## src/rtl/flit_packetizer_pkg.sv

```systemverilog
// Shared definitions for the flit packetizer: field widths, flit type codes,
// FSM state encoding and flit field positions.
package flit_packetizer_pkg;

    localparam int FLIT_W = 10;
    localparam int DEST_W = 4;
    localparam int LEN_W  = 4;

    // Flit field positions: [9:8] type, [7:0] payload
    localparam int TYPE_HI = 9;
    localparam int TYPE_LO = 8;
    localparam int PAY_HI  = 7;
    localparam int PAY_LO  = 0;

    localparam logic [1:0] FLIT_SINGLE = 2'b00;
    localparam logic [1:0] FLIT_HEAD   = 2'b01;
    localparam logic [1:0] FLIT_BODY   = 2'b10;
    localparam logic [1:0] FLIT_TAIL   = 2'b11;

    typedef enum logic {
        IDLE = 1'b0,
        BODY = 1'b1
    } state_t;

    function automatic logic [FLIT_W-1:0] make_flit(input logic [1:0] ftype,
                                                    input logic [7:0] payload);
        return {ftype, payload};
    endfunction

endpackage

```

## src/rtl/flit_out_reg.sv

```systemverilog
// One-entry valid/ready register slice. Loads only when the slot is free,
// holds while the consumer stalls, and drains to empty on a handshake with
// nothing new to load.
module flit_out_reg #(
    parameter int W = 10
) (
    input  logic         clk,
    input  logic         reset,
    input  logic         load,
    input  logic [W-1:0] load_data,
    output logic         valid_out,
    input  logic         ready_in,
    output logic [W-1:0] data_out,
    output logic         free
);

    assign free = !valid_out || ready_in;

    // Slot register: refill or drain when free, otherwise hold contents.
    always_ff @(posedge clk or posedge reset) begin
        if (reset) begin
            valid_out <= 1'b0;
            data_out  <= '0;
        end else if (free) begin
            valid_out <= load;
            if (load) begin
                data_out <= load_data;
            end
        end
    end

endmodule

```

## src/rtl/flit_packetizer.sv

```systemverilog
// Transmit-side packetizer: turns a descriptor plus payload bytes into
// HEAD/BODY/TAIL (or a lone SINGLE) flits through a one-entry output slice.
//
// state | meaning
// ------+--------------------------------------------------------------
// IDLE  | waiting for a descriptor; a len==0 descriptor is sent as SINGLE
// BODY  | HEAD issued; consuming payload bytes until remaining reaches 1
module flit_packetizer
    import flit_packetizer_pkg::*;
(
    input  logic              clk,
    input  logic              reset,
    input  logic              pkt_valid,
    output logic              pkt_ready,
    input  logic [DEST_W-1:0] pkt_dest,
    input  logic [LEN_W-1:0]  pkt_len,
    input  logic              word_valid,
    output logic              word_ready,
    input  logic [7:0]        word_data,
    output logic              valid_out,
    input  logic              ready_in,
    output logic [FLIT_W-1:0] data_out,
    output logic              pkt_done
);

    state_t             state, state_next;
    logic [LEN_W-1:0]   remaining, remaining_next;
    logic               load;
    logic [FLIT_W-1:0]  load_data;
    logic               free;
    logic               pkt_acc;
    logic               word_acc;
    logic               end_flit_hs;

    // Readies are gated by reset so nothing is accepted while it is held.
    assign pkt_ready  = !reset && (state == IDLE) && free;
    assign word_ready = !reset && (state == BODY) && free;
    assign pkt_acc    = pkt_valid && pkt_ready;
    assign word_acc   = word_valid && word_ready;

    assign end_flit_hs = valid_out && ready_in &&
                         ((data_out[TYPE_HI:TYPE_LO] == FLIT_TAIL) ||
                          (data_out[TYPE_HI:TYPE_LO] == FLIT_SINGLE));

    // State and remaining-byte down-counter registers.
    always_ff @(posedge clk or posedge reset) begin
        if (reset) begin
            state     <= IDLE;
            remaining <= '0;
        end else begin
            state     <= state_next;
            remaining <= remaining_next;
        end
    end

    // Next state, counter update and flit to load into the output slice.
    always_comb begin
        state_next     = state;
        remaining_next = remaining;
        load           = 1'b0;
        load_data      = '0;
        case (state)
            IDLE: begin
                if (pkt_acc) begin
                    load = 1'b1;
                    if (pkt_len == '0) begin
                        load_data = make_flit(FLIT_SINGLE, {pkt_dest, pkt_len});
                    end else begin
                        load_data      = make_flit(FLIT_HEAD, {pkt_dest, pkt_len});
                        remaining_next = pkt_len;
                        state_next     = BODY;
                    end
                end
            end
            BODY: begin
                if (word_acc) begin
                    load = 1'b1;
                    if (remaining > LEN_W'(1)) begin
                        load_data      = make_flit(FLIT_BODY, word_data);
                        remaining_next = remaining - LEN_W'(1);
                    end else begin
                        load_data      = make_flit(FLIT_TAIL, word_data);
                        remaining_next = '0;
                        state_next     = IDLE;
                    end
                end
            end
            default: state_next = IDLE;
        endcase
    end

    // Packet-complete pulse, one cycle after the TAIL/SINGLE handshake.
    always_ff @(posedge clk or posedge reset) begin
        if (reset) begin
            pkt_done <= 1'b0;
        end else begin
            pkt_done <= end_flit_hs;
        end
    end

    flit_out_reg #(.W(FLIT_W)) u_out_reg (
        .clk       (clk),
        .reset     (reset),
        .load      (load),
        .load_data (load_data),
        .valid_out (valid_out),
        .ready_in  (ready_in),
        .data_out  (data_out),
        .free      (free)
    );

endmodule
```

## config.mk

```make
export PLATFORM = sky130hd
export DESIGN_NAME = flit_packetizer
export DESIGN_NICKNAME = d
export VERILOG_FILES = /design/src/rtl/flit_packetizer_pkg.sv /design/src/rtl/flit_out_reg.sv /design/src/rtl/flit_packetizer.sv
export SDC_FILE = /design/constraint.sdc
export NUM_CORES = 1
export LEC_CHECK = 0
export BUFFER_PORTS_ARGS = -buffer_cell sky130_fd_sc_hd__buf_2
export CAP_MARGIN = 25
export CORE_ASPECT_RATIO = 1.4
export CORE_MARGIN = 2
export CORE_UTILIZATION = 28
export CTS_CLUSTER_DIAMETER = 200
export CTS_CLUSTER_SIZE = 14
export DETAILED_ROUTE_END_ITERATION = 10
export SETUP_SLACK_MARGIN = 0.4
export SYNTH_ARGS = -nofsm -noshare
export SYNTH_HDL_FRONTEND = slang
export SYNTH_SLANG_ARGS = --single-unit
```

## constraint.sdc

```tcl
create_clock -name clk -period 3.4 [get_ports clk]
set_input_delay 0.34 -clock clk [delete_from_list [all_inputs] [get_ports clk]]
set_output_delay 0.34 -clock clk [all_outputs]
set_load 0.02 [all_outputs]
```

==> flow_summary.json <==
{
  "drive_gt1_share_pct": 40.0,
  "rows": 24,
  "die_h_um": 70.3,
  "first_pass_iters": 4,
  "diodes": 0,
  "syn_area_um2": 880,
  "max_slew_margin_pct": 56.8,
  "die_w_um": 51.4,
  "path_max_fanout": 11,
  "yosys_register_bits": 17,
  "leakage_nw": 0.622,
  "gp_congestion": 1.01,
  "start_kind": "register",
  "layout_min_cycle_time_ps": 1930,
  "finalCritPeriodShare_pct": 56.8,
  "globalRouteOverflowTotal": 0,
  "areaGrowthSynthToFinish_pct": 29.3,
  "hold_buffers": 0,
  "drt-vias-per-instance": 5.03,
  "grt_max_degree": 18,
  "outcome": "finished clean",
  "dp_hpwl_mm": 1.76,
  "synth_ff_type": "dfrtp_1",
  "critical_path.top_delay_family": "simple AND/OR/NAND/NOR gates",
  "wl_mm": 2.17,
  "grt_use_total_pct": 13.2,
  "place_area_mm2": 0.00109,
  "post-route-util_pct": 37.1,
  "worstPathArrival_ps": 2070,
  "cp.required_ps": 3540,
  "path_buf_inv": 2,
  "max_stage_delay_ps": 560,
  "drtAntennaViolNets": 0,
  "io_buffers": 34,
  "core_area_mm2": 0.00306,
  "synth_cells": 78,
  "clk_path_buf_depth": 2,
  "cts_resized": 0,
  "cts_sinks": 17,
  "drc_errors": 0,
  "stdcell_area_mm2": 0.00114,
  "cts_inserted_buffers": 3,
  "async_flop_share_pct": 100,
  "yosys_warnings": 0,
  "yosysSeqAreaShare_pct": 48.4,
  "endpoint_kind": "register",
  "hold_violations": 0,
  "setup_viol": 0,
  "finalWorstSetupSlack_ps": 1470,
  "power_w": 0.000979,
  "cts_root_buf": "clkbuf_8",
  "crit_chain": "inv_2, nor4b_4, buf_4, nor2_4, a221o_1",
  "post_drt_wl_per_cell_um": 14.1,
  "vias": 775,
  "clk_pin_slew_ps": 70,
  "place_ws_ps": 1410,
  "pwr_density_cell_mw_per_mm2": 861,
  "nFillCells": 339,
  "synth_enable_flop_cells": 0,
  "first_global_vias": 797,
  "ios": 35,
  "criticalPathCategory": "register to register",
  "clock_skew_ps": 10.9,
  "antenna_found_initial": 0,
  "ir_drop_v": 0.000395,
  "layout.nets": 139,
  "multi_input_area_um2": 417,
  "regArea_um2": 425,
  "synth.net_count": 101,
  "drtIter0Drc": 16,
  "grt_first_pass_wirelength_mm": 3.62,
  "cts_max_level": 1,
  "worstMarginPinSlew_ps": 647,
  "yosysUniqueCellTypes": 33,
  "die-area_mm2": 0.00361,
  "min_path_type": "primary input to async pin",
  "syn_avg_cell_area_um2": 11.3,
  "post_cts_buffers": 0,
  "clock.fmax_mhz": 518,
  "rsz0062_at_grt": "no",
  "tritoncts": "built",
  "crit_path_top_delay_cell": "nor4b_4",
  "maxCapViolCount": 0,
  "slew_violations": 0,
  "initial_core_util_pct": 28.7,
  "insertion_delay_ps": 250,
  "tns_ps": 0
}
[path summary, 6_finish.rpt]
path | from | to | slack (ps) | cells after the start
setup / recovery | state | u_out_reg.data_out[8] | 1470 | 5
hold / removal | reset | remaining[0] | 220 | 2
setup reg to reg | state | u_out_reg.data_out[8] | 1470 | 5
hold reg to reg | u_out_reg.data_out[3] | u_out_reg.data_out[3] | 470 | 1
max in group asynchronous | reset | pkt_done | 2760 | 2
min in group clk | ready_in | pkt_done | 360 | 2
[per-stage QoR]
step / cells / hold slack (ps)
after global routing: 154 / 288
after floorplan: 78 / 266
final: 154 / 218
after detailed placement: 150 / 462
after global placement: 150 / 460
after CTS: 154 / 247
[sequential cells by signal, indices dropped and copies added (netlist names)]
| name | cells |
|---|---|
| state | 1 |
| remaining | 4 |
| pkt_done | 1 |
| u_out_reg.data_out | 10 |
| u_out_reg.valid_out | 1 |
[power by group]
group          switching (W)  leakage (nW)  total (W)  internal [W]
combinational       0.000257         0.390   0.000460      0.000202
sequential         0.0000747         0.207   0.000369      0.000294
clock              0.0000695        0.0255   0.000151     0.0000812
total               0.000402         0.622   0.000979      0.000578
[cell usage in the layout, fill, tap and decap left out, types with 2 or more instances in the layout]
cell | Yosys | final
dfrtp_1 | 17 | 17
a21oi_1 | 2 | 2
nand2_1 | 2 | 2
a21o_1 | 8 | 8
or3_1 | 2 | 2
ha_1 | 2 | 2
nor3_1 | 4 | 4
nor2_1 | 2 | 2
buf_2 | 0 | 34
clkbuf_8 | 0 | 3
o31ai_1 | 2 | 2
inv_1 | 5 | 5
a22o_1 | 10 | 10
[per-layer routing]
layer	track usage [%]	routed length (um)	vias to the layer above
li1	-	-	367
met1	14.9	811	389
met2	24.2	1250	17
met3	1.50	89	2
met4	5.26	19	0
met5	0	0	-
[synthesized netlist by cell type (all sizes together) (2+ instances only)]
| cell | number | area (um2) |
|---|---|---|
| ha | 2 | 25.0 |
| or2 | 2 | 12.5 |
| nor3 | 4 | 20.0 |
| nor2 | 3 | 18.8 |
| dfrtp | 17 | 425 |
| inv | 6 | 22.5 |
| a21o | 8 | 60.1 |
| nand2 | 2 | 7.51 |
| or3 | 2 | 12.5 |
| a22o | 10 | 87.6 |
| a21oi | 2 | 10.0 |
| o31ai | 2 | 15.0 |
[worst reg2reg max path: stages, from the launching register on]
cell and delay, ps:
dfrtp_1 460, inv_2 130, nor4b_4 560, buf_4 260, nor2_4 70, a221o_1 360
[kinds of logic after synthesis]
group | count (synthesis) | share of synthesized area, %
XOR/XNOR | 1 | 0.996
multiplexers | 1 | 1.28
AND/OR/NAND/NOR | 20 | 16.4
adder cells (fa/ha/maj) | 2 | 2.84
AO/OA/AOI/OAI | 29 | 25.9
flip-flops | 17 | 48.4
buffers and inverters | 8 | 4.27
[area by class of cell]
class	count	area share, %
clock buffers	3	3.63
clock inverters	1	0.440
inverters	6	1.98
multi-input cells	53	36.6
flip-flops and latches	17	37.4
well taps	39	4.29
repair buffers	35	15.6
(Power assumes the default switching activity.)
